`config.mk`:
```
export PLATFORM = sky130hd
export DESIGN_NAME = ofm_store_ctrl
export DESIGN_NICKNAME = d
export VERILOG_FILES = /design/src/rtl/ofm_store_ctrl.sv
export SDC_FILE = /design/constraint.sdc
export NUM_CORES = 1
export LEC_CHECK = 0
export ABC_AREA = 1
export CAP_MARGIN = 25
export CORE_MARGIN = 2
export CORE_UTILIZATION = 48
export DETAILED_ROUTE_END_ITERATION = 6
export PLACE_DENSITY = 0.8
export SYNTH_ARGS = -nofsm -noshare
export SYNTH_HDL_FRONTEND = slang
export SYNTH_SLANG_ARGS = --single-unit
```
`constraint.sdc`:
```
create_clock -name clk -period 6.4 [get_ports clk]
set_clock_uncertainty 0.15 [all_clocks]
set_input_delay 1.6 -clock clk [delete_from_list [all_inputs] [get_ports clk]]
set_output_delay 1.6 -clock clk [all_outputs]
set_load 0.03 [all_outputs]
```
`src/rtl/ofm_store_ctrl.sv`:
```
// OFM store controller: packs 32-bit OFM words into 128-bit groups and writes
// them bank-interleaved into NUM_BANK SRAMs, yielding to same-bank reads.
module ofm_store_ctrl #(
  parameter int NUM_BANK = 16,
  parameter int AW       = 10,
  parameter int MAX_GRP  = 16384
) (
  input  logic                clk,
  input  logic                rst,
  input  logic                i_start,
  input  logic [14:0]         i_num_grp,
  input  logic                i_vld,
  input  logic [31:0]         i_ofm,
  output logic                o_rdy,
  input  logic                i_rd_req,
  input  logic [3:0]          i_rd_bank,
  input  logic [AW-1:0]       i_rd_addr,
  output logic [NUM_BANK-1:0] o_rd_cs,
  output logic [AW-1:0]       o_rd_addr,
  output logic [NUM_BANK-1:0] o_wr_cs,
  output logic [AW-1:0]       o_wr_addr,
  output logic                o_we,
  output logic [127:0]        o_wdata,
  output logic                o_busy,
  output logic                o_done
);

  localparam int BW = $clog2(NUM_BANK);
  localparam int GW = BW + AW;
  localparam logic [14:0] MAX_GRP_C = 15'(MAX_GRP);

  typedef enum logic [1:0] {
    S_IDLE,
    S_RUN,
    S_DONE
  } state_t;

  state_t        state;
  logic [1:0]    lane;
  logic [95:0]   pack;
  logic [127:0]  pend_data;
  logic          pend_vld;
  logic [GW-1:0] g;
  logic [14:0]   acc_left;
  logic [14:0]   wr_left;
  logic [AW-1:0] last_addr;
  logic [127:0]  last_data;

  logic [14:0]   num_clamped;
  logic          conflict;
  logic          issue;
  logic          accept;
  logic          last_lane;

  assign num_clamped = (i_num_grp > MAX_GRP_C) ? MAX_GRP_C : i_num_grp;

  // A read always wins its bank; the pending group waits until the bank is free.
  assign conflict  = i_rd_req && (i_rd_bank == g[BW-1:0]);
  assign issue     = pend_vld && !conflict;

  // Lane 3 may only be taken if the pending slot is empty or draining this cycle.
  assign o_rdy     = (state == S_RUN) && (acc_left != 15'd0) &&
                     !((lane == 2'd3) && pend_vld && !issue);
  assign accept    = i_vld && o_rdy;
  assign last_lane = accept && (lane == 2'd3);

  assign o_rd_cs   = i_rd_req ? (NUM_BANK'(1) << i_rd_bank) : '0;
  assign o_rd_addr = i_rd_addr;

  assign o_we      = issue;
  assign o_wr_cs   = issue ? (NUM_BANK'(1) << g[BW-1:0]) : '0;
  assign o_wr_addr = issue ? g[GW-1:BW] : last_addr;
  assign o_wdata   = issue ? pend_data : last_data;

  assign o_busy    = (state != S_IDLE);
  assign o_done    = (state == S_DONE);

  // NOTE: pack/pend_data carry no reset; pend_vld qualifies them, so they live in
  // a reset-free block rather than turning rst into a hidden load enable.
  always_ff @(posedge clk) begin
    if (accept) begin
      unique case (lane)
        2'd0:    pack[31:0]  <= i_ofm;
        2'd1:    pack[63:32] <= i_ofm;
        2'd2:    pack[95:64] <= i_ofm;
        default: pend_data   <= {i_ofm, pack};
      endcase
    end
  end

  // NOTE: all state below uses non-blocking assignments so every flop samples
  // the pre-edge values regardless of statement order.
  always_ff @(posedge clk or posedge rst) begin
    if (rst) begin
      state     <= S_IDLE;
      lane      <= 2'd0;
      pend_vld  <= 1'b0;
      g         <= '0;
      acc_left  <= '0;
      wr_left   <= '0;
      last_addr <= '0;
      last_data <= '0;
    end else begin
      if (issue) begin
        last_addr <= g[GW-1:BW];
        last_data <= pend_data;
        g         <= g + GW'(1);
        wr_left   <= wr_left - 15'd1;
      end

      if (accept) lane <= lane + 2'd1;

      if (last_lane) begin
        pend_vld <= 1'b1;
        acc_left <= acc_left - 15'd1;
      end else if (issue) begin
        pend_vld <= 1'b0;
      end

      unique case (state)
        S_IDLE: begin
          if (i_start) begin
            g        <= '0;
            lane     <= 2'd0;
            pend_vld <= 1'b0;
            acc_left <= num_clamped;
            wr_left  <= num_clamped;
            state    <= (num_clamped == 15'd0) ? S_DONE : S_RUN;
          end
        end
        S_RUN: begin
          if (issue && (wr_left == 15'd1)) state <= S_DONE;
        end
        S_DONE:  state <= S_IDLE;
        default: state <= S_IDLE;
      endcase
    end
  end

endmodule
```
==> flow_summary.yaml <==
power:
  internal-power_w: 0.00631
  p_leak_nw: 8.32
  switchingPower_w: 0.00354
  switching_share_pct: 36.0
  pwr-share-seq_pct: 38.8
  peakVddDrop_v: 0.000370
  p_per_area_mw_per_mm2: 495
  clockPowerShare_pct: 25.5
  combPwrFrac_pct: 35.6
floorplan:
  core_area_mm2: 0.0324
  row_count: 66
  dieArea_mm2: 0.0342
  initial_core_util_pct: 48.5
  dieWidth_um: 185
  io_pins: 250
  die_h_um: 185
routing:
  post-route-drc-count: 0
  via_per_inst: 5.03
  dr_total_vias: 10500
  drt_iter0_markers: 792
  drt-total-wl_um: 34600
  first_pass_iters: 5
  ant_nets: 0
  post_drt_wl_per_cell_um: 16.6
critical_path:
  reg2reg_to: "pend_data[32]"
  cpMaxStageDelayCell: "clkdlybuf4s50_1"
  crit_fanout: 56
  cp.required_ns: 4.65
  reg2reg_from: "acc_left[0]"
  crit_path_end: "o_wdata[91]"
  path_depth: 11
  arrival_ns: 4.28
  crit_buf_inv: 4
  r2r_cells: 8
  cp_top_family: "buffers and inverters"
  cp_common_cell: "nand2_1"
  cp-start-kind: "input pin"
  slowest_delay_ns: 0.71
  path_cells: "clkdlybuf4s50_1 > inv_2 > nand2_1 > nand3_2 > nor2_4 > nand2_2 > nand2_8 > buf_12 > nand2_1 > nand2_1 > clkdlybuf4s50_1"
  crit_path_end_kind: "output port"
  setup.worst_path.start: "i_rd_bank[0]"
  reg2reg_setup_slack_ns: 3.17
  crit_type: "input pin to output port"
placement:
  portBuffers: 229
  gp_congestion: 0.873
  place_hpwl_um: 22500
  dpl_cell_area_mm2: 0.0185
synth:
  yosysUniqueCellTypes: 42
  seq_area_frac_synth_pct: 72.6
  netlist_instances: 1368
  synth-warning-count: 0
  synth.avg_cell_area_um2: 11.5
  ys_seq_elements: 411
  syn-cell-area_mm2: 0.0157
  synthesis.nets: 1447
clock_network:
  cts_hold_buf: 0
  ctsResizeCount: 0
  cts_buffer_depth: 3
  htreeDepth: 2
  clkTransAtPathRegs_ns: 0.06
  post_cts.repair.setup_buffers: 0
  cts_tree: "built"
  cts_made_buffers: 41
  insertion_delay_ns: 0.53
  clock_sinks: 411
  cts_root_buffer: "clkbuf_16"
global_route:
  grt_usage_pct: 20.2
  grt_pass1_wl_um: 54500
  antenna_found_initial: 2
  grt_max_degree: 188
  grt-ovfl-total: 0
  grt_pass1_vias: 10500
layout:
  final_cell_mix: "533 x nand2_1, 229 x clkdlybuf4s50_1, 224 x edfxtp_1, 187 x dfrtp_1, 95 x nor2_1"
  stdcell_area_mm2: 0.0199
  drive_above_1_share_pct: 6.66
  final_util_pct: 61.5
  diodes: 0
  fin_nets: 1682
  nFillCells: 2462
  area_growth_pct: 26.7
  mostFrequentLayoutCell: "nand2_1"
flow_run:
  drv_cap: 0
timing:
  maxSlewViolCount: 0
  min_period_ns: 6.03
  slew_headroom_pct: 31.1
  fmax_ghz: 0.166
  finalSetupViolCount: 0
  finalHoldViolations: 0
  fin_crit_sh_pct: 94.2
  rsz0062_at_grt: "false"
  hold-worst-slack_ns: 0.264
  finalSetupTns_ns: 0
  tightest_slew_ns: 1.03
outcome:
  status: "finished, final reports clean"
worst_hold_path:
  hold_path_class: "flop to flop"
## cells in the mapped netlist
cell type	count	area, µm²
nand4_4	1	21.3
edfxtp_1	224	6730
a31oi_2	1	12.5
o21ai_1	5	25.0
inv_1	78	293
a31o_2	1	8.76
buf_4	22	165
clkinv_1	1	3.75
clkbuf_1	4	15.0
a21oi_4	1	16.3
nand3_2	2	20.0
buf_6	4	45.0
ha_1	13	163
inv_2	5	18.8
nand4_1	12	75.1
o21bai_1	1	7.51
nand4_2	1	12.5
a21oi_2	1	8.76
nor3b_1	1	7.51
buf_8	1	15.0
xnor2_1	4	35.0
nand2_4	1	11.3
nor3_1	14	70.1
or2_2	2	12.5
o21a_1	1	7.51
nand2_2	3	18.8
nor4_1	2	12.5
a21boi_4	1	18.8
xor2_1	15	131
a21oi_1	28	140
nand2_1	533	2000
a211oi_2	2	25.0
nor2_1	98	368
o211ai_1	1	7.51
nand3b_1	2	15.0
a31oi_1	1	6.26
o21ai_0	33	165
nand3_1	35	175
dfrtp_1	187	4680
o21bai_2	1	11.3
nor2_4	3	33.8
buf_2	22	110
## kinds of logic after synthesis
kind of cell | Yosys count | share of synthesized area, %
buffers and inverters | 137 | 4.24
DFF | 411 | 72.6
AOI/OAI and AO/OA | 78 | 2.93
and+or+nand+nor | 710 | 18.2
adders and majority gates | 13 | 1.04
xor gates and xnor gates | 19 | 1.06
## power by group through the flow
| stage | registers, W | logic [W] | clock network [W] |
|---|---|---|---|
| 6_report | 0.00382 | 0.00351 | 0.00251 |
| 2_1_floorplan | 0.00379 | 0.00215 | 0 |
| 5_1_grt | 0.00389 | 0.00378 | 0.00267 |
| 4_1_cts | 0.00382 | 0.00353 | 0.00256 |
| 3_5_place_dp | 0.00386 | 0.00350 | 0 |
| 3_3_place_gp | 0.00383 | 0.00342 | 0 |
## worst min-delay path by stage
stage                         from       endpoint  slack (ns)  cells after the start
after CTS                 pack[26]  pend_data[26]        0.26                      0
after global placement    pack[50]  pend_data[50]        0.25                      0
after floorplan            pack[0]   pend_data[0]        0.25                      0
after detailed placement  pack[10]  pend_data[10]        0.25                      0
final                     pack[26]  pend_data[26]        0.26                      0
after global routing      pack[95]  pend_data[95]        0.27                      0
## layer usage
metal  GRT usage, %  wire length, µm  part of all wire [%]
met4           8.89             1490                   4.3
met5              0               27                 0.078
met2           34.1            17100                    50
met1           26.1            14200                    41
met3           2.93             1740                   5.0
## through the flow
step	power, W	std cells	setup WS (ns)
after floorplan	0.00595	1368	1.60
after global placement	0.00725	2002	0.479
after detailed placement	0.00736	2002	0.387
after CTS	0.00992	2078	0.380
after global routing	0.0103	2078	0.236
final	0.00985	2078	0.374
## registers in the layout, summed over array words and instances, names as in the netlist
name       count
acc_left      15
wr_left       15
pack          96
pend_vld       1
state          2
g             14
lane           2
last_data    128
last_addr     10
pend_data    128
## area by class of cell
cell class                 instances  area [µm²]  share of cell area, %
tap                              442         553                   2.78
multi-input combinational        820        3670                   18.5
clock buffer                      50        1110                   5.58
clock inverter                    26         327                   1.64
inverter                          84         324                   1.63
timing repair buffer             245        2510                   12.6
sequential                       411       11400                   57.3
## worst reg2reg max path, cell delays in order, from the launching register on
cell	delay, ns
dfrtp_1	0.37
inv_1	0.08
ha_1	0.25
nand2_1	0.17
nor2_1	0.11
a21oi_4	0.27
nand4_4	0.31
inv_6	0.66
buf_4	0.50
No activity file was read; power rests on OpenSTA's default activity.
